--- config.mk ---
export PLATFORM = sky130hd
export DESIGN_NAME = pipelined_adder
export DESIGN_NICKNAME = d
export VERILOG_FILES = /design/src/rtl/adder_pkg.sv /design/src/rtl/adder_chunk.sv /design/src/rtl/pipelined_adder.sv
export SDC_FILE = /design/constraint.sdc
export NUM_CORES = 1
export LEC_CHECK = 0
export CAP_MARGIN = 20
export CORE_ASPECT_RATIO = 1.5
export CORE_MARGIN = 10
export CORE_UTILIZATION = 61
export DETAILED_ROUTE_END_ITERATION = 8
export PLACE_DENSITY = 0.88
export SYNTH_ARGS = -nofsm -noshare
export SYNTH_HDL_FRONTEND = slang
export SYNTH_SLANG_ARGS = --single-unit
--- constraint.sdc ---
create_clock -name clk -period 8.7 [get_ports clk]
set_input_delay 1.74 -clock clk [delete_from_list [all_inputs] [get_ports clk]]
set_output_delay 1.74 -clock clk [all_outputs]
set_load 0.02 [all_outputs]
--- src/rtl/adder_pkg.sv ---
// adder_pkg
// Shared definitions for the pipelined adder/subtractor slice:
//   OP_ADD / OP_SUB    - encodings of the per-beat 'sub' select
//   adder_chunk_w()    - carry-chain chunk width for a WIDTH/STAGES split
//   adder_sat_pos/neg  - clamp patterns (0x7F..F / 0x80..0) for a given width,
//                        returned right-aligned in an ADDER_MAX_W-bit vector
package adder_pkg;

  localparam logic OP_ADD = 1'b0;
  localparam logic OP_SUB = 1'b1;

  // Widest operand the clamp-pattern helpers can describe.
  localparam int ADDER_MAX_W = 1024;

  function automatic int adder_chunk_w(input int width, input int stages);
    return width / stages;
  endfunction

  // Largest positive two's-complement value of 'width' bits.
  function automatic logic [ADDER_MAX_W-1:0] adder_sat_pos(input int width);
    logic [ADDER_MAX_W-1:0] v;
    v = {ADDER_MAX_W{1'b0}};
    for (int i = 0; i < width - 1; i++) begin
      v[i] = 1'b1;
    end
    return v;
  endfunction

  // Most negative two's-complement value of 'width' bits.
  function automatic logic [ADDER_MAX_W-1:0] adder_sat_neg(input int width);
    logic [ADDER_MAX_W-1:0] v;
    v = {ADDER_MAX_W{1'b0}};
    v[width-1] = 1'b1;
    return v;
  endfunction

endpackage

--- src/rtl/adder_chunk.sv ---
// adder_chunk
// Combinational W-bit slice of the carry chain.
//   a, b        in  W  operand chunks (b already inverted for subtract)
//   cin         in  1  carry into bit 0 of the chunk
//   s           out W  chunk sum
//   cout        out 1  carry out of the chunk MSB
//   c_into_msb  out 1  carry into the chunk MSB (used for signed overflow)
module adder_chunk #(
  parameter int W = 8
) (
  input  logic [W-1:0] a,
  input  logic [W-1:0] b,
  input  logic         cin,
  output logic [W-1:0] s,
  output logic         cout,
  output logic         c_into_msb
);

  logic [W:0] full_s;

  assign full_s = {1'b0, a} + {1'b0, b} + {{W{1'b0}}, cin};
  assign s      = full_s[W-1:0];
  assign cout   = full_s[W];
  // The MSB sum bit is a^b^c_in, so the carry into it falls out by XOR.
  assign c_into_msb = full_s[W-1] ^ a[W-1] ^ b[W-1];

endmodule

--- src/rtl/pipelined_adder.sv ---
// pipelined_adder
// Pipelined two's-complement adder/subtractor with a valid/ready stream.
// The carry chain is cut into STAGES chunks, one chunk per register stage,
// followed by a flag stage that registers sum/carryout/overflow/zero.
// Latency is STAGES cycles from the accepting edge to out_valid.
// Optional build macro: ADDER_SATURATE_EN clamps the sum on signed overflow.
//   clk, reset           clock, synchronous active-high reset
//   in_valid / in_ready  operand beat handshake (a, b, sub)
//   out_valid / out_ready result beat handshake (sum, carryout, overflow, zero)
module pipelined_adder
  import adder_pkg::*;
#(
  parameter int WIDTH  = 32,
  parameter int STAGES = 4
) (
  input  logic             clk,
  input  logic             reset,
  input  logic             in_valid,
  output logic             in_ready,
  input  logic [WIDTH-1:0] a,
  input  logic [WIDTH-1:0] b,
  input  logic             sub,
  output logic             out_valid,
  input  logic             out_ready,
  output logic [WIDTH-1:0] sum,
  output logic             carryout,
  output logic             overflow,
  output logic             zero
);

  localparam int CHUNK = adder_chunk_w(WIDTH, STAGES);

`ifdef ADDER_SATURATE_EN
  localparam logic [WIDTH-1:0] SAT_POS = WIDTH'(adder_sat_pos(WIDTH));
  localparam logic [WIDTH-1:0] SAT_NEG = WIDTH'(adder_sat_neg(WIDTH));
`endif

  logic advance_s;

  // Per-stage registers: operands skewed forward, partial sum, chunk carry.
  logic [STAGES-1:0] valid_q;
  logic [STAGES-1:0] valid_d;
  logic [WIDTH-1:0]  op_a_q  [STAGES];
  logic [WIDTH-1:0]  op_b_q  [STAGES];
  logic [WIDTH-1:0]  part_q  [STAGES];
  logic              carry_q [STAGES];
  logic              cmsb_q;

  // Per-stage next-state values.
  logic [WIDTH-1:0]  a_d       [STAGES];
  logic [WIDTH-1:0]  b_d       [STAGES];
  logic [WIDTH-1:0]  part_in_s [STAGES];
  logic [WIDTH-1:0]  part_d    [STAGES];
  logic              cin_s     [STAGES];
  logic              carry_d   [STAGES];
  logic              cmsb_s    [STAGES];
  logic [CHUNK-1:0]  chunk_s   [STAGES];

  // Flag stage.
  logic             out_valid_q;
  logic [WIDTH-1:0] sum_q;
  logic             carryout_q;
  logic             overflow_q;
  logic             zero_q;
  logic [WIDTH-1:0] raw_sum_s;
  logic [WIDTH-1:0] sum_d;
  logic             overflow_d;
  logic             zero_d;

  // Every stage moves together; a stalled output freezes the whole pipe.
  assign advance_s = ~out_valid_q | out_ready;
  assign in_ready  = advance_s & ~reset;

  for (genvar k = 0; k < STAGES; k++) begin : g_stage
    if (k == 0) begin : g_first
      // Subtract is A + ~B + 1: invert B once here and feed sub as carry-in.
      assign a_d[k]       = a;
      assign b_d[k]       = (sub == OP_SUB) ? ~b : b;
      assign cin_s[k]     = (sub == OP_SUB) ? 1'b1 : 1'b0;
      assign part_in_s[k] = {WIDTH{1'b0}};
    end else begin : g_rest
      assign a_d[k]       = op_a_q[k-1];
      assign b_d[k]       = op_b_q[k-1];
      assign cin_s[k]     = carry_q[k-1];
      assign part_in_s[k] = part_q[k-1];
    end

    adder_chunk #(.W(CHUNK)) u_chunk (
      .a          (a_d[k][k*CHUNK +: CHUNK]),
      .b          (b_d[k][k*CHUNK +: CHUNK]),
      .cin        (cin_s[k]),
      .s          (chunk_s[k]),
      .cout       (carry_d[k]),
      .c_into_msb (cmsb_s[k])
    );

    // Upper chunks of the partial sum are still zero, so OR merges cleanly.
    assign part_d[k] = part_in_s[k] | (WIDTH'(chunk_s[k]) << (k * CHUNK));
  end

  // Valid chain: stage 0 takes in_valid, each later stage its predecessor.
  always_comb begin
    valid_d    = {STAGES{1'b0}};
    valid_d[0] = in_valid;
    for (int k = 1; k < STAGES; k++) begin
      valid_d[k] = valid_q[k-1];
    end
  end

  // Flag stage inputs: overflow, optional clamp and zero on the final sum.
  always_comb begin
    raw_sum_s  = part_q[STAGES-1];
    overflow_d = carry_q[STAGES-1] ^ cmsb_q;
    sum_d      = raw_sum_s;
`ifdef ADDER_SATURATE_EN
    // The sign of A gives the direction of the true (unrepresentable) result.
    if (overflow_d) begin
      if (op_a_q[STAGES-1][WIDTH-1]) begin
        sum_d = SAT_NEG;
      end else begin
        sum_d = SAT_POS;
      end
    end else begin
      sum_d = raw_sum_s;
    end
`endif
    zero_d = (sum_d == {WIDTH{1'b0}});
  end

  // Pipeline and output registers, shifted in lock-step on advance.
  always_ff @(posedge clk) begin
    if (reset) begin
      valid_q     <= {STAGES{1'b0}};
      cmsb_q      <= 1'b0;
      for (int k = 0; k < STAGES; k++) begin
        op_a_q[k]  <= {WIDTH{1'b0}};
        op_b_q[k]  <= {WIDTH{1'b0}};
        part_q[k]  <= {WIDTH{1'b0}};
        carry_q[k] <= 1'b0;
      end
      out_valid_q <= 1'b0;
      sum_q       <= {WIDTH{1'b0}};
      carryout_q  <= 1'b0;
      overflow_q  <= 1'b0;
      zero_q      <= 1'b0;
    end else if (advance_s) begin
      valid_q <= valid_d;
      cmsb_q  <= cmsb_s[STAGES-1];
      for (int k = 0; k < STAGES; k++) begin
        op_a_q[k]  <= a_d[k];
        op_b_q[k]  <= b_d[k];
        part_q[k]  <= part_d[k];
        carry_q[k] <= carry_d[k];
      end
      out_valid_q <= valid_q[STAGES-1];
      if (valid_q[STAGES-1]) begin
        sum_q      <= sum_d;
        carryout_q <= carry_q[STAGES-1];
        overflow_q <= overflow_d;
        zero_q     <= zero_d;
      end
    end
  end

  assign out_valid = out_valid_q;
  assign sum       = sum_q;
  assign carryout  = carryout_q;
  assign overflow  = overflow_q;
  assign zero      = zero_q;

endmodule
After elaboration in Yosys (flattened, before gate mapping):

Memories as Yosys holds them, arrays and structs flattened.
Index checks and enable logic that the tools add are counted.

* bits in registers: 41
* latch bits: 0
* bits in writable memories: 388
* memory bits (read-only): 0
* output and inout bits: 37
* word-level logic and storage cells: 71
* memories: 4

* add/subtract/negate cells: 8
* multiply operators: 0
* divide/modulo/power cells: 0
* order comparisons: 0
* eq/ne operators: 0
* shifts and indexed selects: 0
* mux-type cells: 23
* bitwise logic cells: 27
* reduce and logical (&&, ||, !) cells: 2

Memories
* op_a_q: depth 4, width 32, rd ports 3, clocked after Yosys merged registers in 0, write ports 4, line pipelined_adder.sv:43 `logic [WIDTH-1:0] op_a_q [STAGES];`
* op_b_q: depth 4, width 32, rd ports 3, clocked after Yosys merged registers in 0, write ports 4, line pipelined_adder.sv:44 `logic [WIDTH-1:0] op_b_q [STAGES];`
* part_q: depth 4, width 32, rd ports 4, clocked after Yosys merged registers in 0, write ports 4, line pipelined_adder.sv:45 `logic [WIDTH-1:0] part_q [STAGES];`
* carry_q: depth 4, width 1, rd ports 4, clocked after Yosys merged registers in 0, write ports 4, line pipelined_adder.sv:46 `logic carry_q [STAGES];`

Operators with widths (number)
* 2-to-1 mux 32 bit: 13
* adder 8 x 8 -> 9 bit: 4
* adder 9 x 1 -> 9 bit: 4
* zero test 32 bit: 1
* inverter 32 bit: 1
* OR 32 x 16 -> 32 bit: 1
* OR 32 x 24 -> 32 bit: 1
* OR 32 bit: 1
* OR 1 bit: 17
* 2-to-1 mux 1 bit: 10
* XOR 1 bit: 3
* inverter 1 bit: 2
* AND reduction 2 bit: 1
* bitwise AND 1 bit: 1

Depth between registers and ports, before layout:

* depth in word-level cells: 6
* mapped depth: 9
* mapped depth without buffers: 8

By module:

From an unflattened synthesis, not the netlist that was laid out.

* cells, all modules: 774
* area total of the unflattened synthesis: 9826.9 µm²

Modules (own cells, without submodules)
* pipelined_adder: times used 1, cells an instance 598, area an instance 8315.5 µm²
* adder_chunk (g_stage[0].u_chunk ...): times used 3, cells an instance 44, area an instance 376.6 µm²
* adder_chunk (g_stage[3].u_chunk): times used 1, cells an instance 44, area an instance 381.6 µm²

Least setup slack after synthesis:

OpenSTA, ideal clock, no wires.

* path type: input to register
* from: input reset
* to: memory carry_q[0] (enable)
* setup time: 532 ps
* arrival: 5631 ps
* required time: 8168 ps
* setup slack: 2536 ps
* stages: 3
* path buffers: 1
* path through: clkbuf_1 nor2_1 inv_1

RTL lines
* start, declared: line pipelined_adder.sv:17 `input logic reset,`
* end, declared: line pipelined_adder.sv:46

Worst setup path in the final report:

* from: input reset
* to: output in_ready

* word-level cells in the longest chain between the ends: 2

RTL lines
* inverter 1 bit: line pipelined_adder.sv:72 `assign in_ready = advance_s & ~reset;`
* bitwise AND 1 bit: line pipelined_adder.sv:72
* end, declared: line pipelined_adder.sv:19 `output logic in_ready,`

No other way between the ends.

==> out/metrics.cfg <==
[floorplan]
pin_count = 106
start_util_pct = 61.70
dieWidth_um = 122.2
core-area_mm2 = 0.01548
rows = 56
dieArea_mm2 = 0.02117
die_y_um = 173.3

[clock_network]
post_cts_resized = 0
numCtsBuffers = 20
clk_latency_ns = 0.49
tritoncts = built
post_cts_buffers = 0
cts_max_level = 1
cts.sinks = 221
clkSlewWorstSetupHoldPaths_ns = 0.06
hold_buffers = 0
clock_path_buffers = 3
ctsRootBufferMaster = clkbuf_16

[final_layout]
drive_gt1_share_pct = 5.632
diodes = 0
synthToLayoutAreaGrowth_pct = 19.81
layout.nets = 960
final_cells = 1073
nFillCells = 994

[synthesis]
async_reset_ff_share_pct = 0
syn-num-nets = 862
synth.distinct_cells = 43
ys_ff_latch = 221
synth_cells = 758
ys.flop_type = edfxtp_1
synth_seq_area_share_pct = 65.17
syn_area_per_cell_um2 = 12.60
netlist_area_mm2 = 0.009554
synth_edf_count = 180
synth_warnings = 0

[worst_setup_path]
r2r_end = part_q[3][21]
cpPeakStageDelay_ns = 0.79
slowest_stage = clkdlybuf4s50_1
reg2reg_depth = 4
critPathLaunchType = input pin
cp_max_fo = 56
crit_type = input pin to primary output
r2r_slack_ns = 6.20
worstPathRequired_ns = 6.96
crit_arrival_ns = 4.04
endpoint_kind = primary output
regToRegStartpoint = out_valid
cp_common_cell = clkdlybuf4s50_1
cp_cell_sequence = clkdlybuf4s50_1, buf_16, nand2b_2, buf_4, inv_2, clkdlybuf4s50_1

[status]
status = completed

[timing]
finalMaxSlewViolations = 0
slew_headroom_pct = 38.15
fmax_ghz = 0.1729
finalSetupTns_ns = 0
skew_ns = 0.01751
post-route-period-util_pct = 66.47
min_period_ns = 5.783
fin_hold_ws_ns = 0.4513
worstMarginPinSlew_ns = 0.9277
setup_viol = 0
rsz0062_at_grt = no
finalHoldViolCount = 0
fin_ws_ns = 2.917

[global_routing]
grt_pass1_vias = 5491
grt_use_total_pct = 13.84
gr-usage-met3_pct = 2.445
grt_max_degree = 133
grt_pass1_wl_um = 24700
met1_usage_pct = 15.38
grt-busiest-layer = met2
antenna_found_initial = 0
grt-ovfl-total = 0
met2_usage_pct = 25.43

[route]
wl_um = 15060
remaining_drc_errors = 0
wl_per_cell_um = 14.03
vias = 5516
drt_pre_antenna_iters = 4
routed_via_density = 5.141
initialDrtViolationCount = 348
drtAntennaViolNets = 0

[worst_hold_path]
hold_path_end = sum[4]
holdPathStages = 2
hold_start = sum[4]
min_path_type = flip-flop to flip-flop

[run]
drv_cap = 0

[place]
dp_slack_ns = 2.919
gp_congestion = 0.8318
dpl.hpwl_um = 10070
placed_cells = 1035
port-buffer-count = 105

[power_and_ir_drop]
power.density_mw_per_mm2 = 198.6
leakage_nw = 4.497
max-vdd-ir-drop_v = 0.0001708

[worst max-delay path, delay by kind of cell]
kind / cells / cell delay [ns]
buffers and inverters: 5 / 2.16
and+or+nand+nor: 1 / 0.13
[synthesized netlist by cell type (all sizes together) (2+ instances only)]
master | number | area share [%]
nand2 | 77 | 3.0
nor2b | 8 | 0.60
ha | 28 | 3.7
edfxtp | 180 | 57
fa | 7 | 1.5
clkbuf | 20 | 0.90
dfxtp | 41 | 8.6
o21a | 4 | 0.31
nand3 | 2 | 0.10
a21o | 2 | 0.16
o31a | 6 | 0.55
o21ai | 18 | 1.1
a211oi | 9 | 0.71
a22o | 3 | 0.28
o211ai | 3 | 0.24
nor4 | 8 | 0.52
buf | 15 | 0.98
xor2 | 14 | 1.3
mux2i | 3 | 0.35
inv | 19 | 0.75
a21oi | 43 | 2.3
xnor2 | 32 | 2.9
a21boi | 4 | 0.31
nor2 | 65 | 2.6
nand2b | 4 | 0.34
nand4 | 2 | 0.13
nor3 | 8 | 0.42
and2 | 125 | 8.2
o21bai | 3 | 0.24
[power breakdown]
part / leakage (nW) / total [mW] / switching (mW) / internal, mW
registers: 2.47 / 1.22 / 0.0186 / 1.20
clock network: 0.334 / 0.873 / 0.351 / 0.521
logic: 1.69 / 0.180 / 0.0850 / 0.0948
total: 4.50 / 2.27 / 0.455 / 1.82
[cell type report]
| cell class | count | area [um^2] | area share (%) |
|---|---|---|---|
| Inverter | 19 | 76.32 | 0.6667 |
| Clock inverter | 7 | 56.30 | 0.4919 |
| Multi-Input combinational cell | 483 | 3079 | 26.90 |
| Tap cell | 203 | 254.0 | 2.219 |
| Timing Repair Buffer | 111 | 1139 | 9.946 |
| Clock buffer | 29 | 616.8 | 5.389 |
| Sequential cell | 221 | 6226 | 54.39 |
[cell families (layout without fill, tap and decap cells)]
| kind of cell | Yosys count | count (layout) | share of synthesized area [%] |
|---|---|---|---|
| adders and majority gates | 35 | 35 | 5.134 |
| and+or+nand+nor | 301 | 301 | 16.02 |
| buffers and inverters | 54 | 166 | 2.632 |
| muxes | 3 | 3 | 0.3536 |
| xor gates and xnor gates | 46 | 46 | 4.217 |
| AOI/OAI and AO/OA | 98 | 98 | 6.482 |
| DFF | 221 | 221 | 65.16 |
[per-layer routing]
metal  up-vias  wire (um)
li1       2814          -
met1      2558       5944
met2       122       8049
met3        22        771
met4         0        292
met5         -          0
[through the flow]
stage / power [mW] / util (%) / instance area, um^2
after floorplan: 1.360 / - / 9554
after global placement: 1.410 / 69.13 / 10700
after detailed placement: 1.423 / 69.30 / 10730
after CTS: 2.292 / 73.65 / 11400
after global routing: 2.359 / 73.93 / 11450
final: 2.274 / 73.93 / 11450
[state kept, by name, summed over array words and instances, names as in the netlist]
| register | flops |
|---|---|
| op_a_q | 48 |
| carryout | 1 |
| carry_q | 4 |
| valid_q | 4 |
| sum | 32 |
| zero | 1 |
| cmsb_q | 1 |
| out_valid | 1 |
| part_q | 80 |
| op_b_q | 48 |
| overflow | 1 |
[layout by cell type (no fill, tap or decap), drive strengths merged, types with 4 or more instances in the layout]
cell	instances
edfxtp	180
and2	125
clkdlybuf4s50	104
nand2	77
nor2	65
a21oi	43
dfxtp	41
xnor2	32
clkbuf	29
ha	28
inv	19
o21ai	18
xor2	14
a211oi	9
nor3	8
nor4	8
nor2b	8
fa	7
buf	7
o31a	6
clkinv	6
o21a	4
a21boi	4
nand2b	4
[how the worst max path moves through the flow]
stage / from / end / slack (ns) / depth (start not counted)
floorplan: reset / carry_q[0] / 2.54 / 3
global placement: reset / in_ready / 2.54 / 5
detailed placement: reset / in_ready / 2.92 / 6
CTS: reset / in_ready / 2.91 / 6
global route: reset / in_ready / 2.81 / 6
finish: reset / in_ready / 2.92 / 6
No activity file was read; power rests on OpenSTA's default activity.
